$ cat src/rtl/id_ex_hazard_reg_if.sv
// Decode-to-execute bundle: ID-side inputs, registered EX-side outputs and the
// pipeline enables / hazard status presented back to the front end.
interface id_ex_hazard_reg_if #(
  parameter int DATA_W = 32,
  parameter int CTRL_W = 8,
  parameter int CNT_W  = 16
);
  logic [5:0]        ID_opcode;
  logic [4:0]        ID_RS;
  logic [4:0]        ID_RT;
  logic [4:0]        ID_RD;
  logic              ID_USES_RT;
  logic [DATA_W-1:0] ID_RS_DATA;
  logic [DATA_W-1:0] ID_RT_DATA;
  logic [DATA_W-1:0] ID_IMM;
  logic [CTRL_W-1:0] ID_CTRL;
  logic              MEM_STALL;
  logic              FLUSH;

  logic [5:0]        EX_opcode;
  logic [4:0]        EX_RS;
  logic [4:0]        EX_RT;
  logic [4:0]        EX_RD;
  logic [DATA_W-1:0] EX_RS_DATA;
  logic [DATA_W-1:0] EX_RT_DATA;
  logic [DATA_W-1:0] EX_IMM;
  logic [CTRL_W-1:0] EX_CTRL;
  logic              ALUSrc;
  logic              PC_Write;
  logic              IFID_Write;
  logic              HAZ_STALL;
  logic [CNT_W-1:0]  BUBBLE_CNT;

  // No valid/ready pair here: the stage advances every edge unless MEM_STALL
  // freezes it; PC_Write/IFID_Write tell the front end whether it may advance.
  modport master (
    output ID_opcode, ID_RS, ID_RT, ID_RD, ID_USES_RT, ID_RS_DATA, ID_RT_DATA,
           ID_IMM, ID_CTRL, MEM_STALL, FLUSH,
    input  EX_opcode, EX_RS, EX_RT, EX_RD, EX_RS_DATA, EX_RT_DATA, EX_IMM,
           EX_CTRL, ALUSrc, PC_Write, IFID_Write, HAZ_STALL, BUBBLE_CNT
  );

  modport slave (
    input  ID_opcode, ID_RS, ID_RT, ID_RD, ID_USES_RT, ID_RS_DATA, ID_RT_DATA,
           ID_IMM, ID_CTRL, MEM_STALL, FLUSH,
    output EX_opcode, EX_RS, EX_RT, EX_RD, EX_RS_DATA, EX_RT_DATA, EX_IMM,
           EX_CTRL, ALUSrc, PC_Write, IFID_Write, HAZ_STALL, BUBBLE_CNT
  );
endinterface

$ cat src/rtl/id_ex_hazard_reg.sv
// ID/EX pipeline register with load-use bubble insertion, memory-stall hold,
// branch flush and a saturating bubble counter.
module id_ex_hazard_reg #(
  parameter int DATA_W = 32,
  parameter int CTRL_W = 8,
  parameter int CNT_W  = 16
) (
  input logic                clk,
  input logic                rst,
  id_ex_hazard_reg_if.slave  bus
);

  logic [5:0]        ex_opcode_q;
  logic [4:0]        ex_rs_q;
  logic [4:0]        ex_rt_q;
  logic [4:0]        ex_rd_q;
  logic [DATA_W-1:0] ex_rs_data_q;
  logic [DATA_W-1:0] ex_rt_data_q;
  logic [DATA_W-1:0] ex_imm_q;
  logic [CTRL_W-1:0] ex_ctrl_q;
  logic [CNT_W-1:0]  bubble_cnt_q;

  logic load_use;
  logic hold;
  logic bubble;
  logic haz_stall;

  // EX holds a load whose destination is a live source of the ID instruction.
  assign load_use = ex_ctrl_q[1] && (ex_rt_q != 5'd0) &&
                    ((ex_rt_q == bus.ID_RS) ||
                     (bus.ID_USES_RT && (ex_rt_q == bus.ID_RT)));

  always_comb begin
    hold      = bus.MEM_STALL;
    bubble    = 1'b0;
    haz_stall = 1'b0;
    if (!bus.MEM_STALL) begin
      bubble    = bus.FLUSH || load_use;
      haz_stall = !bus.FLUSH && load_use;
    end
  end

  always_ff @(posedge clk or posedge rst) begin
    if (rst) begin
      ex_opcode_q  <= '0;
      ex_rs_q      <= '0;
      ex_rt_q      <= '0;
      ex_rd_q      <= '0;
      ex_rs_data_q <= '0;
      ex_rt_data_q <= '0;
      ex_imm_q     <= '0;
      ex_ctrl_q    <= '0;
    end else if (!hold) begin
      if (bubble) begin
        ex_opcode_q  <= '0;
        ex_rs_q      <= '0;
        ex_rt_q      <= '0;
        ex_rd_q      <= '0;
        ex_rs_data_q <= '0;
        ex_rt_data_q <= '0;
        ex_imm_q     <= '0;
        ex_ctrl_q    <= '0;
      end else begin
        ex_opcode_q  <= bus.ID_opcode;
        ex_rs_q      <= bus.ID_RS;
        ex_rt_q      <= bus.ID_RT;
        ex_rd_q      <= bus.ID_RD;
        ex_rs_data_q <= bus.ID_RS_DATA;
        ex_rt_data_q <= bus.ID_RT_DATA;
        ex_imm_q     <= bus.ID_IMM;
        ex_ctrl_q    <= bus.ID_CTRL;
      end
    end
  end

  // Saturates at all-ones so a long debug run never wraps back to a small count.
  always_ff @(posedge clk or posedge rst) begin
    if (rst) begin
      bubble_cnt_q <= '0;
    end else if (bubble && (bubble_cnt_q != {CNT_W{1'b1}})) begin
      bubble_cnt_q <= bubble_cnt_q + 1'b1;
    end
  end

  assign bus.EX_opcode  = ex_opcode_q;
  assign bus.EX_RS      = ex_rs_q;
  assign bus.EX_RT      = ex_rt_q;
  assign bus.EX_RD      = ex_rd_q;
  assign bus.EX_RS_DATA = ex_rs_data_q;
  assign bus.EX_RT_DATA = ex_rt_data_q;
  assign bus.EX_IMM     = ex_imm_q;
  assign bus.EX_CTRL    = ex_ctrl_q;
  assign bus.ALUSrc     = ex_ctrl_q[4];
  assign bus.BUBBLE_CNT = bubble_cnt_q;
  assign bus.HAZ_STALL  = haz_stall;
  assign bus.PC_Write   = !rst && !hold && !haz_stall;
  assign bus.IFID_Write = !rst && !hold && !haz_stall;

endmodule

$ cat src/flat_wrapper.sv
// flat-port wrapper written by rule: the top's interface ports become plain ports
module id_ex_hazard_reg_flat 
#(
  parameter int DATA_W = 32,
  parameter int CTRL_W = 8,
  parameter int CNT_W  = 16
)
  (clk, rst, bus_ID_opcode, bus_ID_RS, bus_ID_RT, bus_ID_RD, bus_ID_USES_RT, bus_ID_RS_DATA, bus_ID_RT_DATA, bus_ID_IMM, bus_ID_CTRL, bus_MEM_STALL, bus_FLUSH, bus_EX_opcode, bus_EX_RS, bus_EX_RT, bus_EX_RD, bus_EX_RS_DATA, bus_EX_RT_DATA, bus_EX_IMM, bus_EX_CTRL, bus_ALUSrc, bus_PC_Write, bus_IFID_Write, bus_HAZ_STALL, bus_BUBBLE_CNT);
  id_ex_hazard_reg_if #(.DATA_W(DATA_W), .CTRL_W(CTRL_W), .CNT_W(CNT_W)) bus_i ();
  input logic clk;
  input logic rst;
  input wire logic [$bits(bus_i.ID_opcode)-1:0] bus_ID_opcode;
  input wire logic [$bits(bus_i.ID_RS)-1:0] bus_ID_RS;
  input wire logic [$bits(bus_i.ID_RT)-1:0] bus_ID_RT;
  input wire logic [$bits(bus_i.ID_RD)-1:0] bus_ID_RD;
  input wire logic [$bits(bus_i.ID_USES_RT)-1:0] bus_ID_USES_RT;
  input wire logic [$bits(bus_i.ID_RS_DATA)-1:0] bus_ID_RS_DATA;
  input wire logic [$bits(bus_i.ID_RT_DATA)-1:0] bus_ID_RT_DATA;
  input wire logic [$bits(bus_i.ID_IMM)-1:0] bus_ID_IMM;
  input wire logic [$bits(bus_i.ID_CTRL)-1:0] bus_ID_CTRL;
  input wire logic [$bits(bus_i.MEM_STALL)-1:0] bus_MEM_STALL;
  input wire logic [$bits(bus_i.FLUSH)-1:0] bus_FLUSH;
  output wire logic [$bits(bus_i.EX_opcode)-1:0] bus_EX_opcode;
  output wire logic [$bits(bus_i.EX_RS)-1:0] bus_EX_RS;
  output wire logic [$bits(bus_i.EX_RT)-1:0] bus_EX_RT;
  output wire logic [$bits(bus_i.EX_RD)-1:0] bus_EX_RD;
  output wire logic [$bits(bus_i.EX_RS_DATA)-1:0] bus_EX_RS_DATA;
  output wire logic [$bits(bus_i.EX_RT_DATA)-1:0] bus_EX_RT_DATA;
  output wire logic [$bits(bus_i.EX_IMM)-1:0] bus_EX_IMM;
  output wire logic [$bits(bus_i.EX_CTRL)-1:0] bus_EX_CTRL;
  output wire logic [$bits(bus_i.ALUSrc)-1:0] bus_ALUSrc;
  output wire logic [$bits(bus_i.PC_Write)-1:0] bus_PC_Write;
  output wire logic [$bits(bus_i.IFID_Write)-1:0] bus_IFID_Write;
  output wire logic [$bits(bus_i.HAZ_STALL)-1:0] bus_HAZ_STALL;
  output wire logic [$bits(bus_i.BUBBLE_CNT)-1:0] bus_BUBBLE_CNT;
  assign bus_i.ID_opcode = bus_ID_opcode;
  assign bus_i.ID_RS = bus_ID_RS;
  assign bus_i.ID_RT = bus_ID_RT;
  assign bus_i.ID_RD = bus_ID_RD;
  assign bus_i.ID_USES_RT = bus_ID_USES_RT;
  assign bus_i.ID_RS_DATA = bus_ID_RS_DATA;
  assign bus_i.ID_RT_DATA = bus_ID_RT_DATA;
  assign bus_i.ID_IMM = bus_ID_IMM;
  assign bus_i.ID_CTRL = bus_ID_CTRL;
  assign bus_i.MEM_STALL = bus_MEM_STALL;
  assign bus_i.FLUSH = bus_FLUSH;
  assign bus_EX_opcode = bus_i.EX_opcode;
  assign bus_EX_RS = bus_i.EX_RS;
  assign bus_EX_RT = bus_i.EX_RT;
  assign bus_EX_RD = bus_i.EX_RD;
  assign bus_EX_RS_DATA = bus_i.EX_RS_DATA;
  assign bus_EX_RT_DATA = bus_i.EX_RT_DATA;
  assign bus_EX_IMM = bus_i.EX_IMM;
  assign bus_EX_CTRL = bus_i.EX_CTRL;
  assign bus_ALUSrc = bus_i.ALUSrc;
  assign bus_PC_Write = bus_i.PC_Write;
  assign bus_IFID_Write = bus_i.IFID_Write;
  assign bus_HAZ_STALL = bus_i.HAZ_STALL;
  assign bus_BUBBLE_CNT = bus_i.BUBBLE_CNT;
  id_ex_hazard_reg #(.DATA_W(DATA_W), .CTRL_W(CTRL_W), .CNT_W(CNT_W)) u_core (.clk(clk), .rst(rst), .bus(bus_i));
endmodule
$ cat config.mk
export PLATFORM = sky130hd
export DESIGN_NAME = id_ex_hazard_reg_flat
export DESIGN_NICKNAME = d
export VERILOG_FILES = /design/src/rtl/id_ex_hazard_reg_if.sv /design/src/rtl/id_ex_hazard_reg.sv /design/src/flat_wrapper.sv
export SDC_FILE = /design/constraint.sdc
export NUM_CORES = 1
export LEC_CHECK = 0
export ABC_AREA = 1
export CAP_MARGIN = 20
export CORE_UTILIZATION = 35
export DETAILED_ROUTE_END_ITERATION = 7
export HOLD_SLACK_MARGIN = 0.02
export PLACE_DENSITY_LB_ADDON = 0.08
export SYNTH_ARGS = -nofsm -noshare
export SYNTH_HDL_FRONTEND = slang
export SYNTH_SLANG_ARGS = --single-unit
$ cat constraint.sdc
create_clock -name clk -period 5.9 [get_ports clk]
set_clock_uncertainty 0.05 [all_clocks]
set_input_delay 0.59 -clock clk [delete_from_list [all_inputs] [get_ports clk]]
set_output_delay 0.59 -clock clk [all_outputs]
set_load 0.05 [all_outputs]
# Word-level counts from Yosys, hierarchy flattened
# Cells that the tools add are included.
# W data, S select, Z words.
classes:
  n_eq_ne: 3
  add_sub_neg: 1
  reduce_logical: 14
  n_mux: 10
ops:
  columns: ["cell", "count"]
  rows:
  - ["$mux W32", 3]
  - ["$add A16 B1 Y16 const B", 1]
  - ["$ne A16 B16 Y1 const B", 1]
  - ["$mux W5", 3]
  - ["$eq A5 B5 Y1", 2]
  - ["$mux W8", 1]
  - ["$logic_and A1 B1 Y1", 7]
  - ["$mux W6", 1]
  - ["$reduce_bool A5 Y1", 1]
  - ["$logic_not A1 Y1", 4]
  - ["$logic_or A1 B1 Y1", 2]
  - ["$mux W1", 2]
totals:
  in_bits: 130
  register_bits: 141

# Logic depth before layout (Yosys ltp)
# Gate-level depths: netlist (run 1).
logic_depth:
  ltp_word: 8
  mapped_depth: 12
  ltp_nobuf: 11

# Worst setup path before layout (run 1)
# No wires, ideal clock.
synth_path:
  kind: "in2out"
  startpoint: "input rst"
  endpoint: "output bus_PC_Write"
  n_path_buf: 1
  setup_slack_ps: 795
  t_arrival_ps: 4465
  cell_stages: 4
  cell_sequence: "inv_1 nand3_1 inv_1 buf_4"
synth_via:
  elab_chain_cells: 3
synth_rtl:
  columns: ["item", "line_no", "text"]
  rows:
  - ["from (decl)", "flat_wrapper.sv:11", "input logic rst;"]
  - ["$logic_not A1 Y1 (no source line)", null, null]
  - ["$logic_and A1 B1 Y1 (2 in a row)", null, null]
  - ["to (decl)", "flat_wrapper.sv:32", "output wire logic [$bits(bus_i.PC_Write)-1:0] bus_PC_Write;"]
# No other way between the ends.

# Worst setup path in the final report (run 1)
layout_path:
  startpoint: "input rst"
  endpoint: "output bus_IFID_Write"
layout_via:
  elab_chain_cells: 3
layout_rtl:
  columns: ["item", "line_no", "text"]
  rows:
  - ["$logic_not A1 Y1 (no source line)", null, null]
  - ["$logic_and A1 B1 Y1 (2 in a row)", "id_ex_hazard_reg.sv:97", "assign bus.IFID_Write = !rst && !hold && !haz_stall;"]
  - ["to (decl)", "flat_wrapper.sv:33", "output wire logic [$bits(bus_i.IFID_Write)-1:0] bus_IFID_Write;"]
# No other way between the ends.

==> results.toml, run 1 <==
[status]
status = "finished clean"

[clock_tree]
cts_buffers = 17
clkLatencyLatePin_ns = 0.41
cts_max_path_buffers = 2
cts.sinks = 141
ctsResizeCount = 0
postCtsHoldBufs = 0
clk_pin_slew_worst_paths_ns = 0.06
post_cts_buffers = 0
root_buffer = "clkbuf_16"
cts_tree = "done"
cts.htree.levels = 4

[worst_setup_path]
crit_top_cell = "clkdlybuf4s50_1"
crit_type = "in -> out"
worstPathRequired_ns = 5.26
cpMaxStageDelayCell = "clkdlybuf4s50_1"
cp_top_family = "buffers and inverters"
end_kind = "output pin"
cp_max_fo = 82
worst_setup_path_start_kind = "input port"
worst-path-buf-inv = 4
path_cells = "clkdlybuf4s50_1, inv_6, nand3_1, inv_1, clkdlybuf4s50_1"
slowest_delay_ns = 0.79
crit_arrival_ns = 2.66
r2r-start = "u_core.bus.EX_RT[4]$_DFFE_PP0N_"
worstSetupStartpoint = "rst"

[global_route]
grt_start_max_net_pins = 88
grt_pass1_wl_microns = 27500
grt_pass1_vias = 5186
overflow = 0
antenna_found_initial = 0
track_usage = 0.194

[logic_synthesis]
yosysUniqueCellTypes = 26
ys_warn_count = 0
syn_area_sq_um = 6330
synth_seq_cells = 141
syn_nets = 847
ys_seq_area_frac = 0.557
synth_cells = 716
syn_avg_cell_area_sq_um = 8.85

[route]
drc = 0
vias = 5295
firstDrtPassIters = 4
wl_per_cell_microns = 14.2
drtIter0Drc = 252
drt_wl_total_microns = 17300
viasPerCell = 4.36
drtAntennaViolNets = 0

[placement]
dpl_cell_area_sq_um = 9140
portBuffers = 274
post-dp-hpwl_microns = 11900
routabilityCongestion = 0.828

[sta]
timing.fmax_mhz = 303
finalSetupTns_ns = 0
worst_pin_slew_ns = 0.995
whs_ns = 0.427
rsz0062_at_grt = "false"
layout_min_cycle_time_ns = 3.30
layout_worst_path_cycle_share = 0.560
finalSetupViolations = 0
drv_slew = 0
hold_viol = 0
max_slew_margin = 0.336

[die]
placementRows = 48
ios = 275
dieArea_sq_um = 18600
die_h_microns = 137
core_sq_um = 17500
start_util = 0.362
die_x_microns = 137

[power_and_ir_drop]
powerDensity_nw_per_um2 = 304
total_power_mw = 2.96
power_leakage_nw = 4.69
ir_worst_vdd_uv = 268

[finish]
final_cell_area_sq_um = 9740
nNetsFinal = 1109
drive_above_1_share = 0.0981
final_util = 0.557
syn2layout_area_growth_pct = 53.7
num_antenna_cells = 0

[min_path]
hold_path_startpoint = "u_core.bus.EX_RT_DATA[27]$_DFFE_PP0N_"
hp-class = "reg -> reg"

[flow_run]
drv_cap = 0
==> where the power goes <==
part / internal [mW] / total (mW) / switching [mW]
clock: 0.700 / 1.11 / 0.407
sequential: 1.05 / 1.11 / 0.0594
combinational: 0.270 / 0.742 / 0.472
==> synthesized netlist by cell type, drive strengths merged <==
library cell,n,area (sq um)
buf,21,204
clkbuf,14,52.6
dfrtp,141,3530
ha,1,12.5
inv,149,559
nand2,198,748
nand3,18,108
nand4,19,125
nor2,19,73.8
nor3,1,10.0
nor4,1,6.26
o21ai,121,774
o22ai,5,62.6
xnor2,4,35.0
xor2,4,35.0
==> layout make-up <==
| cell class | count | area, sq um |
|---|---|---|
| fillers | 1630 | 7740 |
| repair buffers | 278 | 2770 |
| multi-input cells | 391 | 1990 |
| flip-flops and latches | 141 | 3530 |
| inverters | 149 | 564 |
| well taps | 225 | 282 |
| clock buffers | 18 | 429 |
| clock inverters | 12 | 171 |
==> registers in the layout, indices dropped and copies added, names as in the netlist <==
name,count
u_core.bus.EX_RD,5
u_core.bus.EX_RT_DATA,32
u_core.bus.EX_IMM,32
u_core.bus.BUBBLE_CNT,16
u_core.bus.EX_RT,5
u_core.bus.EX_RS_DATA,32
u_core.bus.EX_CTRL,8
u_core.bus.EX_RS,5
u_core.bus.EX_opcode,6
==> cell families after synthesis <==
kind of cell / count (synthesis) / share of synthesized area
buffers and inverters: 184 / 0.129
AO/OA/AOI/OAI: 126 / 0.132
AND/OR/NAND/NOR: 256 / 0.169
XOR/XNOR: 8 / 0.0111
flip-flops: 141 / 0.557
adder cells (fa/ha/maj): 1 / 0.00197
==> tightest hold or removal path, stage by stage, from the launching register on <==
cell	delay (ns)
dfrtp_1	0.34
nand2_1	0.06
o21ai_2	0.05
==> metal layers <==
layer / track usage / up-vias / wire, microns / share of wire
li1: - / 2703 / - / -
met1: 0.230 / 2394 / 6960 / 0.40
met2: 0.310 / 181 / 8230 / 0.48
met3: 0.0867 / 17 / 1830 / 0.11
met4: 0.0648 / 0 / 262 / 0.015
met5: 0 / - / 0 / 0
==> cells in the final DEF (no fill, tap or decap), types with 16 or more instances in the layout <==
cell type and n:
clkbuf_16 17, clkdlybuf4s50_1 273, dfrtp_1 141, inv_1 143, nand2_1 196, nand3_1 16
nand4_1 18, nor2_1 18, o21ai_0 75, o21ai_2 45
==> final timing paths <==
path,end,slack (ns),cells after the start
min in group asynchronous,u_core.bus.BUBBLE_CNT[11]$_DFFE_PP0P_,0.65,2
setup reg to reg,u_core.bus.EX_RS_DATA[13]$_DFFE_PP0N_,3.15,10
max in group asynchronous,u_core.bus.EX_RS[0]$_DFFE_PP0N_,3.86,3
setup / recovery,bus_IFID_Write,2.60,5
hold reg to reg,u_core.bus.EX_RT_DATA[27]$_DFFE_PP0N_,0.43,2
hold / removal,u_core.bus.EX_RT_DATA[27]$_DFFE_PP0N_,0.43,2
==> per-stage QoR <==
| step | instances | setup WS (ns) |
|---|---|---|
| 2_1_floorplan | 716 | 0.795 |
| 3_3_place_gp | 1184 | 2.53 |
| 3_5_place_dp | 1184 | 2.49 |
| 4_1_cts | 1214 | 2.52 |
| 5_1_grt | 1214 | 2.41 |
| 6_report | 1214 | 2.60 |
No activity file was read; power rests on OpenSTA's default activity.
==> run 2: changes to the inputs <==
==> constraint.sdc (replaced) <==
create_clock -name clk -period 2.9 [get_ports clk]
set_clock_uncertainty 0.05 [all_clocks]
set_input_delay 0.29 -clock clk [delete_from_list [all_inputs] [get_ports clk]]
set_output_delay 0.29 -clock clk [all_outputs]
set_load 0.05 [all_outputs]
==> results.toml, run 2 (same netlist as run 1, synthesis figures left out) <==
[worst_setup_path]
worst_setup_path_start_kind = "register"
path_cells = "inv_2, nand2_1, nand2_1, nor2_1, nand3_1, nand2_1, nand3_1, nand3_1, inv_1, buf_4"
cp_max_fo = 4
cpMaxStageDelayCell = "dfrtp_1"
end_kind = "output pin"
crit_arrival_ns = 1.75
crit_type = "reg -> out"
slowest_delay_ns = 0.42
worstPathRequired_ns = 2.56

[sta]
layout_min_cycle_time_ns = 2.09
timing.fmax_mhz = 477
finalSetupTns_ns = 0
worst_pin_slew_ns = 0.902
max_slew_margin = 0.399
whs_ns = 0.233
hold_viol = 0
drv_slew = 0
rsz0062_at_grt = "false"
finalSetupViolations = 0
layout_worst_path_cycle_share = 0.722

[route]
vias = 5349
drtAntennaViolNets = 0
firstDrtPassIters = 4
drtIter0Drc = 250
wl_per_cell_microns = 14.3
drt_wl_total_microns = 17400
viasPerCell = 4.39
drc = 0

[clock_tree]
ctsResizeCount = 0
cts_tree = "done"
root_buffer = "clkbuf_16"
cts_buffers = 17
cts_max_path_buffers = 2
post_cts_buffers = 0
clkLatencyLatePin_ns = 0.42
cts.sinks = 141
postCtsHoldBufs = 0
cts.htree.levels = 4
clk_pin_slew_worst_paths_ns = 0.06

[die]
ios = 275
placementRows = 48
dieArea_sq_um = 18600
core_sq_um = 17500
die_h_microns = 137
start_util = 0.362
die_x_microns = 137

[power_and_ir_drop]
ir_worst_vdd_uv = 462
power_leakage_nw = 4.71
powerDensity_nw_per_um2 = 605
total_power_mw = 5.91

[global_route]
overflow = 0
track_usage = 0.193
antenna_found_initial = 0
grt_pass1_wl_microns = 27200
grt_start_max_net_pins = 142
grt_pass1_vias = 5202

[finish]
fill_cells = 1600
final_cell_mix = "clkdlybuf4s50_1, nand2_1, inv_1, dfrtp_1, o21ai_0"
drive_above_1_share = 0.104
syn2layout_area_growth_pct = 54.1
final_common_cell = "clkdlybuf4s50_1"
nNetsFinal = 1112
instances_no_fill = 1219
seqCellArea_sq_um = 3530
multi_input_area_sq_um = 1990
num_antenna_cells = 0

[status]
status = "finished clean"

[placement]
post-dp-hpwl_microns = 12000
portBuffers = 274
routabilityCongestion = 0.857
placedCellCount = 1187

[min_path]
hp-class = "in -> reg"

[flow_run]
drv_cap = 0
## run 2: cell types whose count changed in the layout (fill, tap and decap cells not counted)
| cell | before | now |
|---|---|---|
| buf_12 | 0 | 3 |
| clkbuf_1 | 1 | 3 |
| bufinv_16 | 4 | 2 |
| clkinv_4 | 0 | 5 |
| clkinvlp_4 | 3 | 2 |
| clkdlybuf4s50_1 | 273 | 270 |
| buf_4 | 5 | 8 |
| clkinv_2 | 4 | 2 |
## run 2: final timing paths
path	start	to	slack, ns	cells past startpoint
worst max-delay path	u_core.bus.EX_RT[3]$_DFFE_PP0N_	bus_PC_Write	0.81	10
worst min-delay path	bus_MEM_STALL	u_core.bus.EX_CTRL[2]$_DFFE_PP0N_	0.23	3
worst max register to register	u_core.bus.BUBBLE_CNT[0]$_DFFE_PP0P_	u_core.bus.BUBBLE_CNT[11]$_DFFE_PP0P_	0.89	8
worst min register to register	u_core.bus.EX_RS_DATA[23]$_DFFE_PP0N_	u_core.bus.EX_RS_DATA[23]$_DFFE_PP0N_	0.43	2
max in group asynchronous	rst	u_core.bus.EX_RS_DATA[14]$_DFFE_PP0N_	1.67	3
min in group asynchronous	rst	u_core.bus.EX_RS_DATA[17]$_DFFE_PP0N_	0.38	3
## run 2: final cells by class
type | count | share of cell area
clock inverters | 12 | 0.0142
multi-input cells | 391 | 0.204
inverters | 149 | 0.0577
clock buffers | 20 | 0.0447
flip-flops and latches | 141 | 0.361
well taps | 225 | 0.0288
repair buffers | 281 | 0.289
## run 2: critical path, delay by kind of cell (launching register included)
family | cells | cell delay (ns)
buf+inv | 3 | 0.32
flops | 1 | 0.42
simple gates | 7 | 0.60
## run 2: report_power, final
group          internal [mW]  total, mW  leakage [nW]  switching (mW)
combinational          0.556       1.52          2.59           0.962
sequential              2.13       2.25          1.85           0.121
clock                   1.27       2.14         0.279           0.861
total                   3.96       5.91          4.71            1.94
## run 2: metal layers
layer  share of wire  GRT usage  routed length (microns)  vias up
li1                -          -                        -     2721
met1            0.42      0.234                     7210     2427
met5               0          0                        0        -
met3            0.10     0.0878                     1810       17
met4           0.016     0.0630                      274        0
met2            0.46      0.303                     8070      184
## run 2: per-stage QoR
| step | util | worst slack, ns | area (sq um) |
|---|---|---|---|
| after floorplan | - | -0.508 | 6340 |
| after global placement | 0.526 | 0.736 | 9190 |
| after detailed placement | 0.526 | 0.716 | 9190 |
| after CTS | 0.559 | 0.770 | 9760 |
| after global routing | 0.559 | 0.603 | 9760 |
| final | 0.559 | 0.805 | 9760 |
